==> src/rtl/alu_pkg.sv <==
// Shared definitions for the sequential ALU: opcodes, FSM states and flag bit positions.
package alu_pkg;

    localparam logic [3:0] OP_OR  = 4'h0;
    localparam logic [3:0] OP_AND = 4'h1;
    localparam logic [3:0] OP_SHL = 4'h2;
    localparam logic [3:0] OP_SHR = 4'h3;
    localparam logic [3:0] OP_CMP = 4'h4;
    localparam logic [3:0] OP_NOT = 4'h5;
    localparam logic [3:0] OP_XOR = 4'h6;
    localparam logic [3:0] OP_ADD = 4'h7;
    localparam logic [3:0] OP_SUB = 4'h8;
    localparam logic [3:0] OP_INC = 4'h9;
    localparam logic [3:0] OP_DEC = 4'hA;
    localparam logic [3:0] OP_MUL = 4'hB;

    typedef enum logic [1:0] {
        ST_IDLE = 2'd0,
        ST_BUSY = 2'd1,
        ST_DONE = 2'd2
    } state_t;

    localparam int FLAG_C    = 0;
    localparam int FLAG_GT   = 1;
    localparam int FLAG_EQ   = 2;
    localparam int FLAG_Z    = 3;
    localparam int FLAG_ERR  = 4;
    localparam int NUM_FLAGS = 5;

endpackage

==> src/rtl/alu_mul_iter.sv <==
// Iterative shift-add unsigned multiplier: start loads and handles bit 0, then one
// multiplier bit per clock; done is high for the single cycle the product is final.
module alu_mul_iter #(
    parameter int WIDTH = 8
) (
    input  logic               clk,
    input  logic               rst_n,
    input  logic               start,
    input  logic [WIDTH-1:0]   a,
    input  logic [WIDTH-1:0]   b,
    output logic               done,
    output logic [2*WIDTH-1:0] product
);

    localparam int CW = $clog2(WIDTH);

    logic [2*WIDTH-1:0] mcand;
    logic [2*WIDTH-1:0] prod;
    logic [WIDTH-1:0]   mplier;
    logic [CW-1:0]      cnt;
    logic               busy;

    always_ff @(posedge clk or negedge rst_n) begin
        if (!rst_n) begin
            mcand  <= '0;
            prod   <= '0;
            mplier <= '0;
            cnt    <= '0;
            busy   <= 1'b0;
        end else if (start) begin
            // Bit 0 is folded into the load so the product is ready WIDTH clocks after start.
            prod   <= b[0] ? {{WIDTH{1'b0}}, a} : '0;
            mcand  <= {{(WIDTH-1){1'b0}}, a, 1'b0};
            mplier <= {1'b0, b[WIDTH-1:1]};
            cnt    <= CW'(WIDTH-1);
            busy   <= 1'b1;
        end else if (busy) begin
            if (cnt == '0) begin
                busy <= 1'b0;
            end else begin
                if (mplier[0]) begin
                    prod <= prod + mcand;
                end
                mcand  <= mcand << 1;
                mplier <= mplier >> 1;
                cnt    <= cnt - CW'(1);
            end
        end
    end

    assign done    = busy && (cnt == '0);
    assign product = prod;

endmodule

==> src/rtl/alu_seq.sv <==
// Registered ALU with valid/ready on both sides and an iterative MUL; results are
// held in output registers until the consumer takes them.
module alu_seq
    import alu_pkg::*;
#(
    parameter int WIDTH  = 8,
    parameter bit MUL_EN = 1'b1
) (
    input  logic             clk,
    input  logic             rst_n,
    input  logic             in_valid,
    output logic             in_ready,
    input  logic [3:0]       opcode,
    input  logic [WIDTH-1:0] regA,
    input  logic [WIDTH-1:0] regB,
    output logic             out_valid,
    input  logic             out_ready,
    output logic [WIDTH-1:0] acc,
    output logic [WIDTH-1:0] acc_hi,
    output logic             flag_c,
    output logic             flag_gt,
    output logic             flag_eq,
    output logic             flag_z,
    output logic             flag_err
);

    // Handshake: a transfer happens on a rising edge where valid & ready are both high.
    // out_valid is held with stable data until taken; in_ready never depends on in_valid.
    state_t                 state_q, state_d;
    logic                   accept, is_mul, mul_start, mul_done;
    logic [2*WIDTH-1:0]     product;
    logic [WIDTH-1:0]       dp_res, acc_q, acc_hi_q;
    logic [WIDTH:0]         ext;
    logic [NUM_FLAGS-1:0]   dp_flags, mul_flags, flags_q;

    assign is_mul    = MUL_EN && (opcode == OP_MUL);
    assign in_ready  = (state_q == ST_IDLE) || ((state_q == ST_DONE) && out_ready);
    assign accept    = in_valid && in_ready;
    assign mul_start = accept && is_mul;
    assign out_valid = (state_q == ST_DONE);

    alu_mul_iter #(.WIDTH(WIDTH)) u_mul (
        .clk     (clk),
        .rst_n   (rst_n),
        .start   (mul_start),
        .a       (regA),
        .b       (regB),
        .done    (mul_done),
        .product (product)
    );

    always_ff @(posedge clk or negedge rst_n) begin
        if (!rst_n) begin
            state_q <= ST_IDLE;
        end else begin
            state_q <= state_d;
        end
    end

    always_comb begin
        state_d = state_q;
        case (state_q)
            ST_IDLE: if (accept) state_d = is_mul ? ST_BUSY : ST_DONE;
            ST_BUSY: if (mul_done) state_d = ST_DONE;
            ST_DONE: if (out_ready) state_d = accept ? (is_mul ? ST_BUSY : ST_DONE) : ST_IDLE;
            default: state_d = ST_IDLE;
        endcase
    end

    // Single-cycle datapath; MUL lands in the default arm, used only when MUL is not built.
    always_comb begin
        dp_res   = '0;
        dp_flags = '0;
        ext      = '0;
        case (opcode)
            OP_OR:  dp_res = regA | regB;
            OP_AND: dp_res = regA & regB;
            OP_SHL: dp_res = {regA[WIDTH-2:0], 1'b0};
            OP_SHR: dp_res = {1'b0, regA[WIDTH-1:1]};
            OP_CMP: begin
                dp_flags[FLAG_GT] = regA > regB;
                dp_flags[FLAG_EQ] = regA == regB;
            end
            OP_NOT: dp_res = ~regA;
            OP_XOR: dp_res = regA ^ regB;
            OP_ADD: ext = {1'b0, regA} + {1'b0, regB};
            OP_SUB: ext = {1'b0, regA} - {1'b0, regB};
            OP_INC: ext = {1'b0, regA} + (WIDTH+1)'(1);
            OP_DEC: ext = {1'b0, regA} - (WIDTH+1)'(1);
            default: dp_flags[FLAG_ERR] = 1'b1;
        endcase
        if (opcode inside {OP_ADD, OP_SUB, OP_INC, OP_DEC}) begin
            dp_res           = ext[WIDTH-1:0];
            dp_flags[FLAG_C] = ext[WIDTH];
        end
        if (opcode == OP_CMP) begin
            dp_flags[FLAG_Z] = dp_flags[FLAG_EQ];
        end else if (!dp_flags[FLAG_ERR]) begin
            dp_flags[FLAG_Z] = (dp_res == '0);
        end
    end

    always_comb begin
        mul_flags         = '0;
        mul_flags[FLAG_Z] = (product == '0);
    end

    always_ff @(posedge clk or negedge rst_n) begin
        if (!rst_n) begin
            acc_q    <= '0;
            acc_hi_q <= '0;
            flags_q  <= '0;
        end else if (accept && !is_mul) begin
            acc_q    <= dp_res;
            acc_hi_q <= '0;
            flags_q  <= dp_flags;
        end else if (mul_done) begin
            acc_q    <= product[WIDTH-1:0];
            acc_hi_q <= product[2*WIDTH-1:WIDTH];
            flags_q  <= mul_flags;
        end
    end

    assign acc      = acc_q;
    assign acc_hi   = acc_hi_q;
    assign flag_c   = flags_q[FLAG_C];
    assign flag_gt  = flags_q[FLAG_GT];
    assign flag_eq  = flags_q[FLAG_EQ];
    assign flag_z   = flags_q[FLAG_Z];
    assign flag_err = flags_q[FLAG_ERR];

endmodule

==> config.mk <==
export PLATFORM = sky130hd
export DESIGN_NAME = alu_seq
export DESIGN_NICKNAME = d
export VERILOG_FILES = /design/src/rtl/alu_pkg.sv /design/src/rtl/alu_mul_iter.sv /design/src/rtl/alu_seq.sv
export SDC_FILE = /design/constraint.sdc
export NUM_CORES = 1
export LEC_CHECK = 0
export CAP_MARGIN = 40
export CORE_UTILIZATION = 53
export DETAILED_ROUTE_END_ITERATION = 8
export PLACE_DENSITY = 0.82
export SETUP_SLACK_MARGIN = 0.1
export SYNTH_ARGS = -nofsm -noshare
export SYNTH_HDL_FRONTEND = slang
export SYNTH_SLANG_ARGS = --single-unit
==> constraint.sdc <==
create_clock -name clk -period 5.2 [get_ports clk]
set_input_delay 0.78 -clock clk [delete_from_list [all_inputs] [get_ports clk]]
set_output_delay 0.78 -clock clk [all_outputs]
set_load 0.02 [all_outputs]
==> results.yml, run 1 <==
critical_path:
  crit_buf_inv: 1
  critPathCaptureType: "register"
  rr_startpoint: "u_mul.product[1]$_DFFE_PN0P_"
  path_cells: "clkdlybuf4s50_1, nor2b_1, nand2_1, o21ai_0, ha_1, and3b_1, o21ai_0, a21boi_0, o21a_1, o311ai_0, nor2_1, a31oi_1"
  crit_family: "compound AO/OA/AOI/OAI gates"
  crit_required_ns: 5.47
  crit_cells: 12
  cp_slowest_cell: "nor2b_1"
  criticalPathCategory: "in2reg"
  cp_max_fo: 9
  cp-start-kind: "input pin"
  slowest_delay_ns: 0.59
  path_common_cell: "o21ai_0"
  cp.arrival_ns: 4.25
  cp-startpoint: "opcode[1]"
  reg2reg_depth: 10
clock_tree:
  hold_buffers: 0
  clock_latency_ns: 0.35
  cts.repair.resized: 0
  cts_buffers: 9
  root_buffer: "clkbuf_8"
  clock-sinks: 65
  path_clk_slew_ns: 0.07
  postCtsSetupBuffers: 0
  clock_path_buffers: 2
  cts_tree: "done"
  htreeDepth: 3
placement:
  post-place-ws_ns: 0.921
  hpwl_um: 11600
  placed_cell_area_sq_um: 5900
  gp_congestion: 0.913
  port_buffers: 46
timing:
  tightestPinTransition_ns: 0.803
  fin_worst_skew_ns: 0.00642
  hold_viol: 0
  finalCritPeriodShare: 0.766
  fin_ws_ns: 1.21
  fin_setup_tns_ns: 0
  fmax_ghz: 0.251
  maxSlewHeadroom: 0.465
  setup_viol: 0
  grt_setup_unrepaired: "no"
  drv_slew: 0
  fin_crit_ns: 3.99
grt:
  gr-usage-all-layers: 0.311
  grt_pass1_wl_um: 24900
  grt_overflow: 0
  grt_pass1_vias: 4889
  antenna_found_initial: 0
  grt_start_max_net_pins: 66
logic_synthesis:
  synth_cells: 668
  ys_ff_latch: 65
  async_flop_share: 1.00
  synth.avg_cell_area_sq_um: 7.99
  seq_area_frac_synth: 0.305
  synth_nets: 745
  post_synth_num_cell_types: 63
  yosys_most_used_dff: "dfrtp_1"
  netlist_area_sq_um: 5340
  synth_edf_count: 0
  yosysWarnings: 0
run_status:
  status: "complete, no violations"
floorplanning:
  rows: 36
  num_io_pins: 47
  initial_utilization: 0.546
  core_area_sq_um: 9770
  dieArea_sq_um: 10500
  dieWidth_um: 102
  die_h_um: 102
route:
  route.vias.total: 5201
  routed_via_density: 6.19
  drtAntennaViolNets: 0
  dr_wl_met3_um: 897
  met1_length_um: 7190
  top_layer: "met4"
  wl_met2_um: 6990
  drc: 0
  wl_um: 15500
  dr.pass1.iters: 5
  wl_per_cell_um: 18.4
  drtIter0Drc: 400
power_and_ir_drop:
  p_per_area_nw_per_um2: 401
  p_leak_nw: 2.72
  vdd_drop_max_mv: 0.404
cells_and_area:
  drive_gt1_frac: 0.0552
  nFillCells: 858
  syn_to_final_growth_pct: 14.4
  layout_common_cells: "nand2_1, a21oi_1, dfrtp_1, nor2_1, ha_1"
  seq_area_sq_um: 1630
  nets: 779
  fin_area_sq_um: 6110
  diodes: 0
  layout_commonest_cell: "nand2_1"
  multiInputGateArea_sq_um: 3440
run:
  maxCapViolCount: 0
hold_path:
  hold-path-cell-count: 2
  worst_hold_path_type: "reg2reg"
  hp-start: "u_mul.product[0]$_DFFE_PN0P_"
==> final cells by class <==
class,instances,share of cell area
multi-input combinational,536,0.564
sequential,65,0.266
timing repair buffer,56,0.0869
tap,133,0.0272
clock buffer,11,0.0215
inverter,34,0.0209
clock inverter,5,0.0131
==> worst paths after layout <==
| path | endpoint | slack [ns] |
|---|---|---|
| min in group asynchronous | state_q[1]$_DFFE_PN0P_ | 0.60 |
| min | u_mul.product[0]$_DFFE_PN0P_ | 0.52 |
| max | acc[5]$_DFFE_PN0P_ | 1.21 |
| min reg2reg | u_mul.product[0]$_DFFE_PN0P_ | 0.52 |
| max in group asynchronous | u_mul.cnt[0]$_DFFE_PN0P_ | 4.08 |
| max reg2reg | u_mul.product[13]$_DFFE_PN0P_ | 2.31 |
==> synthesized netlist by cell type, drive strengths merged, types with 3 or more instances <==
| cell | number | share of area |
|---|---|---|
| o22ai | 7 | 0.0082 |
| ha | 50 | 0.12 |
| nand2b | 10 | 0.012 |
| mux2i | 11 | 0.021 |
| nand3 | 20 | 0.019 |
| a21o | 10 | 0.014 |
| nor4 | 8 | 0.0094 |
| a2111oi | 3 | 0.0063 |
| clkbuf | 24 | 0.017 |
| a211oi | 8 | 0.011 |
| inv | 34 | 0.024 |
| a32oi | 4 | 0.0066 |
| a31oi | 19 | 0.022 |
| nor3 | 15 | 0.014 |
| fa | 3 | 0.011 |
| a221o | 3 | 0.0056 |
| buf | 9 | 0.011 |
| and2 | 4 | 0.0047 |
| and3 | 10 | 0.012 |
| nor2b | 12 | 0.014 |
| xnor2 | 14 | 0.023 |
| xor2 | 6 | 0.0098 |
| o21a | 4 | 0.0056 |
| nand3b | 6 | 0.0084 |
| nand4 | 4 | 0.0047 |
| nand2 | 110 | 0.077 |
| dfrtp | 65 | 0.30 |
| or2 | 4 | 0.0047 |
| o21ai | 26 | 0.024 |
| o211ai | 5 | 0.0070 |
| or3 | 6 | 0.0070 |
| nor2 | 51 | 0.036 |
| a21oi | 65 | 0.061 |
| a32o | 3 | 0.0056 |
==> state kept, by name, indices dropped and copies added (netlist names) <==
signal         cells
acc                8
acc_hi             8
flags_q            5
state_q            2
u_mul.busy         1
u_mul.cnt          3
u_mul.mcand       15
u_mul.mplier       7
u_mul.product     16
==> report_power, final <==
group	switching [mW]	internal (mW)
Sequential	0.167	0.667
Combinational	0.670	0.476
Clock	0.202	0.269
Total	1.04	1.41
==> stage by stage <==
step	cells	util	total power, mW	hold WS [ns]
2_1_floorplan	668	-	1.62	0.469
3_3_place_gp	823	0.602	1.90	0.484
3_5_place_dp	824	0.603	1.95	0.500
4_1_cts	840	0.625	2.43	0.517
5_1_grt	840	0.625	2.62	0.544
6_report	840	0.625	2.45	0.518
==> kinds of logic after synthesis <==
kind of cell | synth area share
XOR/XNOR | 0.0328
flip-flops | 0.305
AO/OA/AOI/OAI | 0.220
AND/OR/NAND/NOR | 0.233
buffers and inverters | 0.0513
adder cells (fa/ha/maj) | 0.128
multiplexers | 0.0291
==> metal layers <==
layer	track usage	vias to the layer above
met5	0	-
met4	0.101	0
met3	0.0568	37
met2	0.485	201
met1	0.437	2502
li1	-	2461
==> worst min-delay path, delay by kind of cell (launching register included) <==
kind	cells	cell delay (ns)
flip-flops	1	0.37
AND/OR/NAND/NOR	2	0.12
Power figures use the tool's default switching activity.
==> run 2, diff against run 1 <==
- clock period: 5.2 -> 4.1 ns (I/O delays scaled with it)
==> results.yml, run 2 (synthesis results as in run 1) <==
run_status:
  status: "complete, no violations"
clock_tree:
  postCtsSetupBuffers: 0
  hold_buffers: 0
  clock-sinks: 65
  clock_latency_ns: 0.35
  cts_buffers: 9
  cts.repair.resized: 0
  root_buffer: "clkbuf_8"
  cts_tree: "done"
  path_clk_slew_ns: 0.08
  htreeDepth: 3
  clock_path_buffers: 2
timing:
  drv_slew: 0
  grt_setup_unrepaired: "no"
  maxSlewHeadroom: 0.444
  tightestPinTransition_ns: 0.834
  fin_worst_skew_ns: 0.00961
  fmax_ghz: 0.286
  hold_viol: 0
  fin_crit_ns: 3.50
  finalCritPeriodShare: 0.854
  setup_viol: 0
  fin_setup_tns_ns: 0
  whs_ns: 0.264
route:
  wl_um: 15700
  drtAntennaViolNets: 0
  drtIter0Drc: 437
  drc: 0
  routed_via_density: 6.05
  wl_per_cell_um: 18.4
  route.vias.total: 5164
  dr.pass1.iters: 5
placement:
  hpwl_um: 12000
  placed_cells: 836
  gp_congestion: 0.956
  port_buffers: 46
  placed_cell_area_sq_um: 6010
floorplanning:
  dieArea_sq_um: 10500
  dieWidth_um: 102
  core_area_sq_um: 9770
  rows: 36
  die_h_um: 102
  initial_utilization: 0.546
  num_io_pins: 47
cells_and_area:
  diodes: 0
  layout_common_cells: "nand2_1, a21oi_1, dfrtp_1, nor2_1, ha_1"
  multiInputGateArea_sq_um: 3440
  drive_gt1_frac: 0.0736
  seq_area_sq_um: 1630
  final_cell_count_no_fill: 853
  fin_area_sq_um: 6210
  layout_commonest_cell: "nand2_1"
  layout.core_utilization: 0.635
  nFillCells: 857
  largest_reg_flops: 16
  syn_to_final_growth_pct: 16.2
  nets: 792
power_and_ir_drop:
  vdd_drop_max_mv: 0.494
  p_per_area_nw_per_um2: 498
  p_leak_nw: 2.78
grt:
  grt_pass1_wl_um: 25000
  grt_pass1_vias: 4793
  grt_overflow: 0
  gr-usage-all-layers: 0.316
  antenna_found_initial: 0
  grt_start_max_net_pins: 48
critical_path:
  criticalPathCategory: "in2reg"
  crit_buf_inv: 2
  crit_family: "compound AO/OA/AOI/OAI gates"
  cp_max_fo: 11
  critPathCaptureType: "register"
  cp.arrival_ns: 3.76
  rr_startpoint: "u_mul.product[1]$_DFFE_PN0P_"
  cp-startpoint: "opcode[3]"
  path_cells: "clkdlybuf4s50_1, nor4bb_1, buf_4, o21ai_0, ha_1, and3b_1, o21ai_0, a21boi_0, o21a_1, o311ai_0, nor2_1, a31oi_1"
  cp-start-kind: "input pin"
  slowest_delay_ns: 0.61
  cp_slowest_cell: "clkdlybuf4s50_1"
  crit_required_ns: 4.36
  path_common_cell: "o21ai_0"
hold_path:
  worst_hold_path_type: "in2async"
run:
  maxCapViolCount: 0
==> run 2: cell types whose count changed in the layout (fill, tap and decap cells not counted), sizes merged <==
| cell | before | now |
|---|---|---|
| clkinv | 1 | 2 |
| clkbuf | 11 | 12 |
| buf | 11 | 23 |
| bufinv | 2 | 1 |
==> run 2: cell type report <==
type / instances / area share
Multi-Input combinational cell: 536 / 0.555
Sequential cell: 65 / 0.262
Timing Repair Buffer: 69 / 0.104
Tap cell: 133 / 0.0268
Clock buffer: 11 / 0.0228
Inverter: 34 / 0.0206
Clock inverter: 5 / 0.00887
==> run 2: path summary, 6_finish.rpt <==
kind / end / slack, ns / depth (start not counted)
setup / recovery: acc[5]$_DFFE_PN0P_ / 0.60 / 12
hold / removal: acc_hi[6]$_DFFE_PN0P_ / 0.26 / 1
setup reg to reg: u_mul.product[13]$_DFFE_PN0P_ / 1.18 / 10
hold reg to reg: u_mul.mplier[6]$_DFFE_PN0P_ / 0.51 / 2
max in group asynchronous: u_mul.product[11]$_DFFE_PN0P_ / 2.95 / 3
min in group clk: u_mul.mplier[6]$_DFFE_PN0P_ / 0.51 / 2
==> run 2: metal layers <==
layer  part of all wire  routed length (um)  track usage  vias up
li1                   -                   -            -     2474
met1               0.45                7130        0.453     2449
met2               0.45                7080        0.486      211
met3              0.069                1090       0.0458       30
met4              0.026                 410        0.108        0
met5                  0                   0            0        -
==> run 2: metrics by stage <==
step | total power, mW | worst slack [ns]
after global placement | 2.43 | 0.302
after CTS | 3.07 | 0.627
final | 3.09 | 0.599
after global routing | 3.31 | 0.250
after detailed placement | 2.51 | 0.290
after floorplan | 2.05 | 0.907
==> run 2: report_power, final <==
group	switching (mW)	internal (mW)	leakage (nW)
clock	0.261	0.296	0.0953
sequential	0.218	0.846	0.833
combinational	0.853	0.615	1.85
total	1.33	1.76	2.78
==> run 3, diff against run 2 <==
- SLEW_MARGIN: not set -> 20
==> results.yml, run 3 (synthesis results as in run 1) <==
grt:
  gr-usage-all-layers: 0.319
  grt_pass1_wl_um: 25300
  grt_start_max_net_pins: 48
  grt_overflow: 0
  antenna_found_initial: 0
  grt_pass1_vias: 4812
critical_path:
  cp_slowest_cell: "clkdlybuf4s50_1"
  cp.arrival_ns: 3.85
  cp-start-kind: "input pin"
  crit_required_ns: 4.36
  cp_max_fo: 11
  r2r_setup_slack_ns: 1.17
  slowest_delay_ns: 0.62
  critPathCaptureType: "register"
  crit_buf_inv: 2
  crit_cells: 12
  crit_family: "compound AO/OA/AOI/OAI gates"
  reg2reg_depth: 10
  criticalPathCategory: "in2reg"
  r2r_end: "u_mul.product[13]$_DFFE_PN0P_"
  path_common_cell: "o21ai_0"
  cp-startpoint: "opcode[3]"
  rr_startpoint: "u_mul.product[1]$_DFFE_PN0P_"
  path_cells: "clkdlybuf4s50_1, nor4bb_1, buf_4, o21ai_0, ha_1, and3b_1, o21ai_0, a21boi_0, o21a_1, o311ai_0, nor2_1, a31oi_1"
  crit_end: "acc[5]$_DFFE_PN0P_"
placement:
  gp_congestion: 0.956
  hpwl_um: 12100
  placed_cell_area_sq_um: 6010
  post-place-ws_ns: 0.238
  port_buffers: 46
clock_tree:
  clock-sinks: 65
  cts_tree: "done"
  hold_buffers: 0
  postCtsSetupBuffers: 0
  root_buffer: "clkbuf_8"
  htreeDepth: 3
  cts.repair.resized: 0
  clock_path_buffers: 2
  cts_buffers: 9
  clock_latency_ns: 0.35
  path_clk_slew_ns: 0.07
power_and_ir_drop:
  p_per_area_nw_per_um2: 499
  p_leak_nw: 2.78
  vdd_drop_max_mv: 0.360
  power_mw: 3.10
floorplanning:
  rows: 36
  dieWidth_um: 102
  num_io_pins: 47
  dieArea_sq_um: 10500
  die_h_um: 102
  initial_utilization: 0.546
  core_area_sq_um: 9770
timing:
  fin_worst_skew_ns: 0.0112
  grt_setup_unrepaired: "no"
  hold_viol: 0
  drv_slew: 0
  fin_ws_ns: 0.516
  fmax_ghz: 0.279
  finalCritPeriodShare: 0.874
  fin_crit_ns: 3.58
  setup_viol: 0
  fin_setup_tns_ns: 0
  tightestPinTransition_ns: 0.814
  maxSlewHeadroom: 0.457
route:
  drc: 0
  route.vias.total: 5228
  drtAntennaViolNets: 0
  wl_per_cell_um: 18.7
  wl_um: 15900
  drtIter0Drc: 459
  routed_via_density: 6.13
  dr.pass1.iters: 7
run_status:
  status: "complete, no violations"
cells_and_area:
  seq_area_sq_um: 1630
  fin_area_sq_um: 6210
  diodes: 0
  largest_reg_flops: 16
  layout_common_cells: "nand2_1, a21oi_1, dfrtp_1, nor2_1, ha_1"
  nFillCells: 846
  multiInputGateArea_sq_um: 3440
  layout_commonest_cell: "nand2_1"
  nets: 792
  syn_to_final_growth_pct: 16.2
  drive_gt1_frac: 0.0736
hold_path:
  worst_hold_path_type: "in2async"
run:
  maxCapViolCount: 0
run 3: through the flow:
step,cells,hold WS (ns),utilization
detailed placement,836,0.496,0.614
CTS,852,0.277,0.635
global placement,834,0.484,0.611
floorplan,668,0.319,-
finish,853,0.267,0.635
global route,853,0.303,0.635
run 3: layout make-up:
class / count / area share
clock inverter: 5 / 0.00887
timing repair buffer: 69 / 0.104
multi-input combinational: 536 / 0.555
tap: 133 / 0.0268
inverter: 34 / 0.0206
clock buffer: 11 / 0.0228
sequential: 65 / 0.262
run 3: worst min path at each step:
stage                                      from                           to  cells after the start
floorplan                                 rst_n           acc[0]$_DFFE_PN0P_                      0
global placement    u_mul.mplier[6]$_DFFE_PN0P_  u_mul.mplier[6]$_DFFE_PN0P_                      2
detailed placement  u_mul.mplier[6]$_DFFE_PN0P_  u_mul.mplier[6]$_DFFE_PN0P_                      2
CTS                                       rst_n        acc_hi[6]$_DFFE_PN0P_                      1
global route                              rst_n        acc_hi[6]$_DFFE_PN0P_                      1
finish                                    rst_n        acc_hi[6]$_DFFE_PN0P_                      1
run 3: per-layer routing:
layer  GRT usage  wire, um
met1       0.455      7350
met4      0.0978       357
met3      0.0506      1140
met5           0         0
met2       0.499      7100
run 3: report_power, final:
group	total, mW	switching (mW)	internal (mW)
clock network	0.561	0.265	0.296
registers	1.07	0.219	0.846
logic	1.47	0.857	0.616
run 3: worst register-to-register path: stages (launching register included):
cell	delay, ns
dfrtp_1	0.45
ha_1	0.25
inv_1	0.07
fa_1	0.18
nor2b_1	0.06
o21a_1	0.18
o21ai_0	0.56
a211oi_1	0.26
o41ai_1	0.52
mux2i_1	0.23
nor2_1	0.07
